[config.mk]
export PLATFORM = sky130hd
export DESIGN_NAME = sdram_cmd_arbiter
export DESIGN_NICKNAME = d
export VERILOG_FILES = /design/src/rtl/sdram_cmd_arbiter.sv
export SDC_FILE = /design/constraint.sdc
export NUM_CORES = 1
export LEC_CHECK = 0
export CORE_ASPECT_RATIO = 1.25
export CORE_MARGIN = 2
export CORE_UTILIZATION = 47
export CTS_CLUSTER_SIZE = 28
export DETAILED_ROUTE_END_ITERATION = 8
export MAX_ROUTING_LAYER = met4
export PLACE_DENSITY = 0.93
export SYNTH_ARGS = -nofsm -noshare
export SYNTH_HDL_FRONTEND = slang
export SYNTH_SLANG_ARGS = --single-unit
[constraint.sdc]
create_clock -name clk0 -period 3.9 [get_ports clk0]
set_clock_uncertainty 0.05 [all_clocks]
set_input_delay 0.585 -clock clk0 [delete_from_list [all_inputs] [get_ports clk0]]
set_output_delay 0.585 -clock clk0 [all_outputs]
set_load 0.02 [all_outputs]
[src/rtl/sdram_cmd_arbiter.sv]
// sdram_cmd_arbiter
//   Two-port arbiter in front of an SDRAM controller. After reset it runs the
//   init sequence (precharge, then load mode). It then serves requester
//   commands and periodic refreshes, one at a time. Refresh always takes
//   priority over requesters while idle.
//
// Ports
//   clk0                 sole clock, rising edge
//   reset                asynchronous, active-low reset
//   req0/req1            access request, held until the matching gnt
//   wr0/wr1              1 = write, 0 = read
//   addr0/addr1          requester address
//   gnt0/gnt1            one-cycle pulse when the controller accepts the command
//   cmack                controller command acknowledge
//   ref_ack              controller refresh acknowledge
//   nop, reada, writea, refresh, preacharge, load_mod
//                        registered command strobes (nop = none active)
//   caddr                registered address of the current command
//   ref_req              refresh pending
//   ref_miss             sticky: refresh interval expired with refresh pending
//   busy                 high in every state except IDLE
//
// Build option
//   ARB_FIXED_PRIO_EN    defined: requester 0 always wins a conflict.
//                        undefined: round-robin arbitration; port 0 wins the
//                        first conflict after reset.
module sdram_cmd_arbiter #(
  parameter int PADD_SIZE  = 24,
  parameter int REF_PERIOD = 1560
) (
  input  logic                 clk0,
  input  logic                 reset,
  input  logic                 req0,
  input  logic                 req1,
  input  logic                 wr0,
  input  logic                 wr1,
  input  logic [PADD_SIZE-1:0] addr0,
  input  logic [PADD_SIZE-1:0] addr1,
  output logic                 gnt0,
  output logic                 gnt1,
  input  logic                 cmack,
  input  logic                 ref_ack,
  output logic                 nop,
  output logic                 reada,
  output logic                 writea,
  output logic                 refresh,
  output logic                 preacharge,
  output logic                 load_mod,
  output logic [PADD_SIZE-1:0] caddr,
  output logic                 ref_req,
  output logic                 ref_miss,
  output logic                 busy
);

  localparam int TW = (REF_PERIOD > 1) ? $clog2(REF_PERIOD) : 1;
  localparam logic [TW-1:0] RELOAD = TW'(REF_PERIOD - 1);
  localparam logic [TW-1:0] ONE    = TW'(1);

  typedef enum logic [2:0] {
    ST_INIT_PRE = 3'd0,
    ST_INIT_LMR = 3'd1,
    ST_IDLE     = 3'd2,
    ST_CMD      = 3'd3,
    ST_REF      = 3'd4
  } state_t;

  state_t                 state_r, state_nxt;
  logic                   win_r, win_nxt;
  logic                   cmd_wr_r, wr_nxt;
  logic [PADD_SIZE-1:0]   caddr_r, caddr_nxt;
  logic                   gnt0_r, gnt1_r, gnt0_nxt, gnt1_nxt;
  logic                   rd_r, wa_r, rf_r, pre_r, lmr_r, nop_r, busy_r;
  logic                   rd_nxt, wa_nxt, rf_nxt, pre_nxt, lmr_nxt, nop_nxt, busy_nxt;
  logic [TW-1:0]          cnt_r;
  logic                   ref_req_r, ref_miss_r;
  logic                   sel_s;
  logic                   expire_s, ref_clear_s;

  assign gnt0       = gnt0_r;
  assign gnt1       = gnt1_r;
  assign reada      = rd_r;
  assign writea     = wa_r;
  assign refresh    = rf_r;
  assign preacharge = pre_r;
  assign load_mod   = lmr_r;
  assign nop        = nop_r;
  assign busy       = busy_r;
  assign caddr      = caddr_r;
  assign ref_req    = ref_req_r;
  assign ref_miss   = ref_miss_r;

  assign expire_s    = (cnt_r == '0);
  assign ref_clear_s = (state_r == ST_REF) && ref_ack;

`ifdef ARB_FIXED_PRIO_EN
  // Winner select: port 0 whenever it is requesting.
  always_comb begin
    if (req0) sel_s = 1'b0;
    else      sel_s = 1'b1;
  end
`else
  logic last_r;

  // Winner select: on a conflict the port not granted last time wins.
  always_comb begin
    if (req0 && req1) sel_s = ~last_r;
    else if (req0)    sel_s = 1'b0;
    else              sel_s = 1'b1;
  end

  // Last-grant pointer, updated only when a command completes.
  always_ff @(posedge clk0 or negedge reset) begin
    if (!reset)                            last_r <= 1'b1;
    else if (state_r == ST_CMD && cmack)   last_r <= win_r;
    else                                   last_r <= last_r;
  end
`endif

  // Next-state, latched command fields and next strobe values.
  always_comb begin
    state_nxt = state_r;
    win_nxt   = win_r;
    wr_nxt    = cmd_wr_r;
    caddr_nxt = caddr_r;
    gnt0_nxt  = 1'b0;
    gnt1_nxt  = 1'b0;
    case (state_r)
      ST_INIT_PRE: begin
        caddr_nxt = '0;
        // Only an ack of our own precharge strobe advances the sequence.
        if (cmack && pre_r) state_nxt = ST_INIT_LMR;
        else                state_nxt = ST_INIT_PRE;
      end
      ST_INIT_LMR: begin
        caddr_nxt = '0;
        if (cmack && lmr_r) state_nxt = ST_IDLE;
        else                state_nxt = ST_INIT_LMR;
      end
      ST_IDLE: begin
        if (ref_req_r) begin
          state_nxt = ST_REF;
        end else if (req0 || req1) begin
          state_nxt = ST_CMD;
          win_nxt   = sel_s;
          caddr_nxt = sel_s ? addr1 : addr0;
          wr_nxt    = sel_s ? wr1 : wr0;
        end else begin
          state_nxt = ST_IDLE;
        end
      end
      ST_CMD: begin
        if (cmack) begin
          state_nxt = ST_IDLE;
          gnt0_nxt  = ~win_r;
          gnt1_nxt  = win_r;
        end else begin
          state_nxt = ST_CMD;
        end
      end
      ST_REF: begin
        if (ref_ack) state_nxt = ST_IDLE;
        else         state_nxt = ST_REF;
      end
      default: begin
        state_nxt = ST_INIT_PRE;
        caddr_nxt = '0;
      end
    endcase

    // Strobes mirror the state being entered, so they appear with it.
    pre_nxt  = (state_nxt == ST_INIT_PRE);
    lmr_nxt  = (state_nxt == ST_INIT_LMR);
    rf_nxt   = (state_nxt == ST_REF);
    rd_nxt   = (state_nxt == ST_CMD) && !wr_nxt;
    wa_nxt   = (state_nxt == ST_CMD) && wr_nxt;
    nop_nxt  = ~(pre_nxt | lmr_nxt | rf_nxt | rd_nxt | wa_nxt);
    busy_nxt = (state_nxt != ST_IDLE);
  end

  // State, command fields and all registered outputs except refresh status.
  always_ff @(posedge clk0 or negedge reset) begin
    if (!reset) begin
      state_r  <= ST_INIT_PRE;
      win_r    <= 1'b0;
      cmd_wr_r <= 1'b0;
      caddr_r  <= '0;
      gnt0_r   <= 1'b0;
      gnt1_r   <= 1'b0;
      rd_r     <= 1'b0;
      wa_r     <= 1'b0;
      rf_r     <= 1'b0;
      pre_r    <= 1'b0;
      lmr_r    <= 1'b0;
      nop_r    <= 1'b1;
      busy_r   <= 1'b1;
    end else begin
      state_r  <= state_nxt;
      win_r    <= win_nxt;
      cmd_wr_r <= wr_nxt;
      caddr_r  <= caddr_nxt;
      gnt0_r   <= gnt0_nxt;
      gnt1_r   <= gnt1_nxt;
      rd_r     <= rd_nxt;
      wa_r     <= wa_nxt;
      rf_r     <= rf_nxt;
      pre_r    <= pre_nxt;
      lmr_r    <= lmr_nxt;
      nop_r    <= nop_nxt;
      busy_r   <= busy_nxt;
    end
  end

  // Free-running refresh interval timer, active in every state.
  always_ff @(posedge clk0 or negedge reset) begin
    if (!reset)        cnt_r <= RELOAD;
    else if (expire_s) cnt_r <= RELOAD;
    else               cnt_r <= cnt_r - ONE;
  end

  // Refresh request and miss flags; a new expiry beats a same-edge clear.
  always_ff @(posedge clk0 or negedge reset) begin
    if (!reset) begin
      ref_req_r  <= 1'b0;
      ref_miss_r <= 1'b0;
    end else begin
      if (expire_s)         ref_req_r <= 1'b1;
      else if (ref_clear_s) ref_req_r <= 1'b0;
      else                  ref_req_r <= ref_req_r;
      // A pending refresh served on this very edge is not a miss.
      if (expire_s && ref_req_r && !ref_clear_s) ref_miss_r <= 1'b1;
      else                                        ref_miss_r <= ref_miss_r;
    end
  end

endmodule
==> flow_summary.yaml <==
final_layout:
  mostFrequentLayoutCells: "clkdlybuf4s50_1 (89), dfrtp_1 (43), mux2i_1 (24), o2bb2ai_1 (24), nor2_1 (14)"
  layout_commonest_cell: "clkdlybuf4s50_1"
  nNetsFinal: 347
  largest_reg_flops: 24
  area.growth.synth_to_final_pct: 45.8
  drive_above_1_share: 0.100
  antennaDiodeCount: 0
  fin_area_um2: 3440
yosys:
  synth_area_leaders: "dfrtp_1 (46%), mux2i_1 (10%), dfstp_2 (10%), o2bb2ai_1 (8.9%), nor2_1 (2.2%)"
  async_reset_ff_frac: 1.00
  netlist-cell-type-count: 45
  ys_warn_count: 0
  synthXorXnorAreaFrac: 0.0186
  syn_area_per_cell_um2: 12.0
  synth_top_family_by_area: "compound AO/OA/AOI/OAI gates"
  synth_ff_type: "dfrtp_1"
  ys_seq_area_frac: 0.556
  ys_ff_latch: 52
  synth_area_um2: 2360
  synth-compound-area-share: 0.162
  yosys.area.top_type: "dfrtp_1"
  synth_cells: 197
  yosys.area_share.simple: 0.124
  netlist.area_leader.share: 0.456
  synth.area.mux_share: 0.102
  synthAdderAreaFrac: 0.0106
  syn-num-nets: 255
  synth_edf_count: 0
critical_path:
  reg2reg_depth: 6
  crit_path_start_kind: "input pin"
  startpoint: "req0"
  critPathKind: "input pin to flip-flop"
  critPathRequiredTime_ps: 4070
  cp-end-kind: "flip-flop"
  cpMaxStageDelayCell: "o21ai_2"
  worstPathMaxFanout: 27
  crit_end: "reada"
  crit_chain: "clkdlybuf4s50_1 -> o21ai_2 -> nand3b_1 -> a21boi_0"
  max_stage_delay_ps: 900
  r2r_start: "cnt_r[0]"
  arrival_ps: 2340
  r2r_end: "cnt_r[8]"
  ff2ff_setup_slack_ps: 1870
sta:
  maxSlewHeadroom: 0.256
  tns_ps: 0
  fin_crit_sh: 0.556
  setup_viol: 0
  rsz0062_at_grt: "no"
  tightestPinTransition_ps: 1120
  slew_viol_final: 0
  min_period_ps: 2170
  max_freq_ghz: 0.461
  hold_viol: 0
route:
  avgRoutedWirePerCell_um: 15.9
  routed_wl_um: 5570
  via_count: 1864
  via_per_inst: 5.33
  drt_pass1_iterations: 4
  ant_nets: 0
  drc_errors: 0
  first_iter_violations: 76
floorplanning:
  die-width_um: 67.4
  boundaryPins: 91
  rows: 28
  core_um2: 4800
  start_util: 0.492
  fp.dieH_um: 83.2
  dieArea_um2: 5610
global_route:
  grt_pass1_vias: 1825
  grt_max_degree: 53
  grtUsageTotal: 0.207
  gr-total-overflow: 0
  antenna_found_initial: 0
  grt_pass1_wl_um: 8560
placed_design:
  place_hpwl_um: 4200
  gp_congestion: 0.792
  port_buffers: 90
  dpl-instance-area_um2: 3330
cts:
  cts.sinks: 52
  cts-root-buf: "clkbuf_8"
  post_cts_buffers: 0
  hold_buffers: 0
  clock_latency_ps: 300
  cts_buffers: 5
  cts_buffer_depth: 2
  cts_max_level: 2
  cts_tree: "yes"
  cts_resized: 0
  clk_pin_slew_ps: 90
power:
  power_density_nw_per_um2: 498
  p_leak_nw: 1.50
  peakVddDrop_v: 0.000446
hold_path:
  hold_depth: 1
  hold_path.class: "flip-flop to flip-flop"
job:
  maxCapViolations: 0
outcome:
  outcome: "finished, final reports clean"
## logic make-up (layout without fill, tap and decap cells)
logic type               after synthesis  after routing
XOR/XNOR                               5              5
multiplexers                          24             24
flip-flops                            52             52
AND/OR/NAND/NOR                       50             50
adder cells (fa/ha/maj)                2              2
buffers and inverters                 16            109
AO/OA/AOI/OAI                         48             48
## routing by layer
| layer | track usage | up-vias | part of all wire |
|---|---|---|---|
| li1 | - | 899 | - |
| met2 | 0.335 | 75 | 0.48 |
| met3 | 0.0583 | 11 | 0.11 |
| met5 | - | - | 0 |
| met1 | 0.237 | 879 | 0.39 |
| met4 | 0.0816 | 0 | 0.022 |
## cell type report
cell class / instances / area, um2
inverters: 9 / 33.8
fillers: 328 / 1360
clock inverters: 3 / 46.3
flip-flops and latches: 52 / 1310
well taps: 60 / 75.1
repair buffers: 92 / 911
multi-input cells: 129 / 993
clock buffers: 5 / 68.8
## worst min-delay path by stage
stage                  start  endpoint  slack [ps]
CTS                 cnt_r[0]  cnt_r[0]         410
floorplan              reset  caddr[0]         240
global route           win_r      gnt0         430
detailed placement  cnt_r[0]  cnt_r[0]         390
global placement       win_r      gnt0         370
finish              cnt_r[0]  cnt_r[0]         410
## per-stage QoR
stage	utilization	hold slack [ps]	power, mW	setup WS [ps]	instances
floorplan	-	239	1.07	1990	197
global placement	0.693	369	1.34	1480	342
detailed placement	0.693	386	1.36	1420	342
CTS	0.717	410	1.73	1740	350
global route	0.717	434	1.80	1500	350
finish	0.717	409	1.71	1730	350
## synth_stat cells (3+ instances only)
cell type,count
o2bb2ai_1,24
nand3_1,3
nand2_1,9
o21ai_1,3
xnor2_1,4
dfrtp_1,43
clkbuf_1,5
nor2_1,14
nor2b_1,4
inv_1,9
a21o_1,3
nand2b_1,3
dfstp_2,9
mux2i_1,24
## worst max-delay path: cells and delay by family
family,cells,cell delay (ps)
AND/OR/NAND/NOR,1,140
AO/OA/AOI/OAI,2,1110
buffers and inverters,1,510
## report_power, final
group          internal, mW  switching [mW]
Sequential            0.645          0.0845
Combinational         0.296           0.319
Clock                 0.193           0.175
Total                  1.13           0.579
No activity file was read; power rests on OpenSTA's default activity.
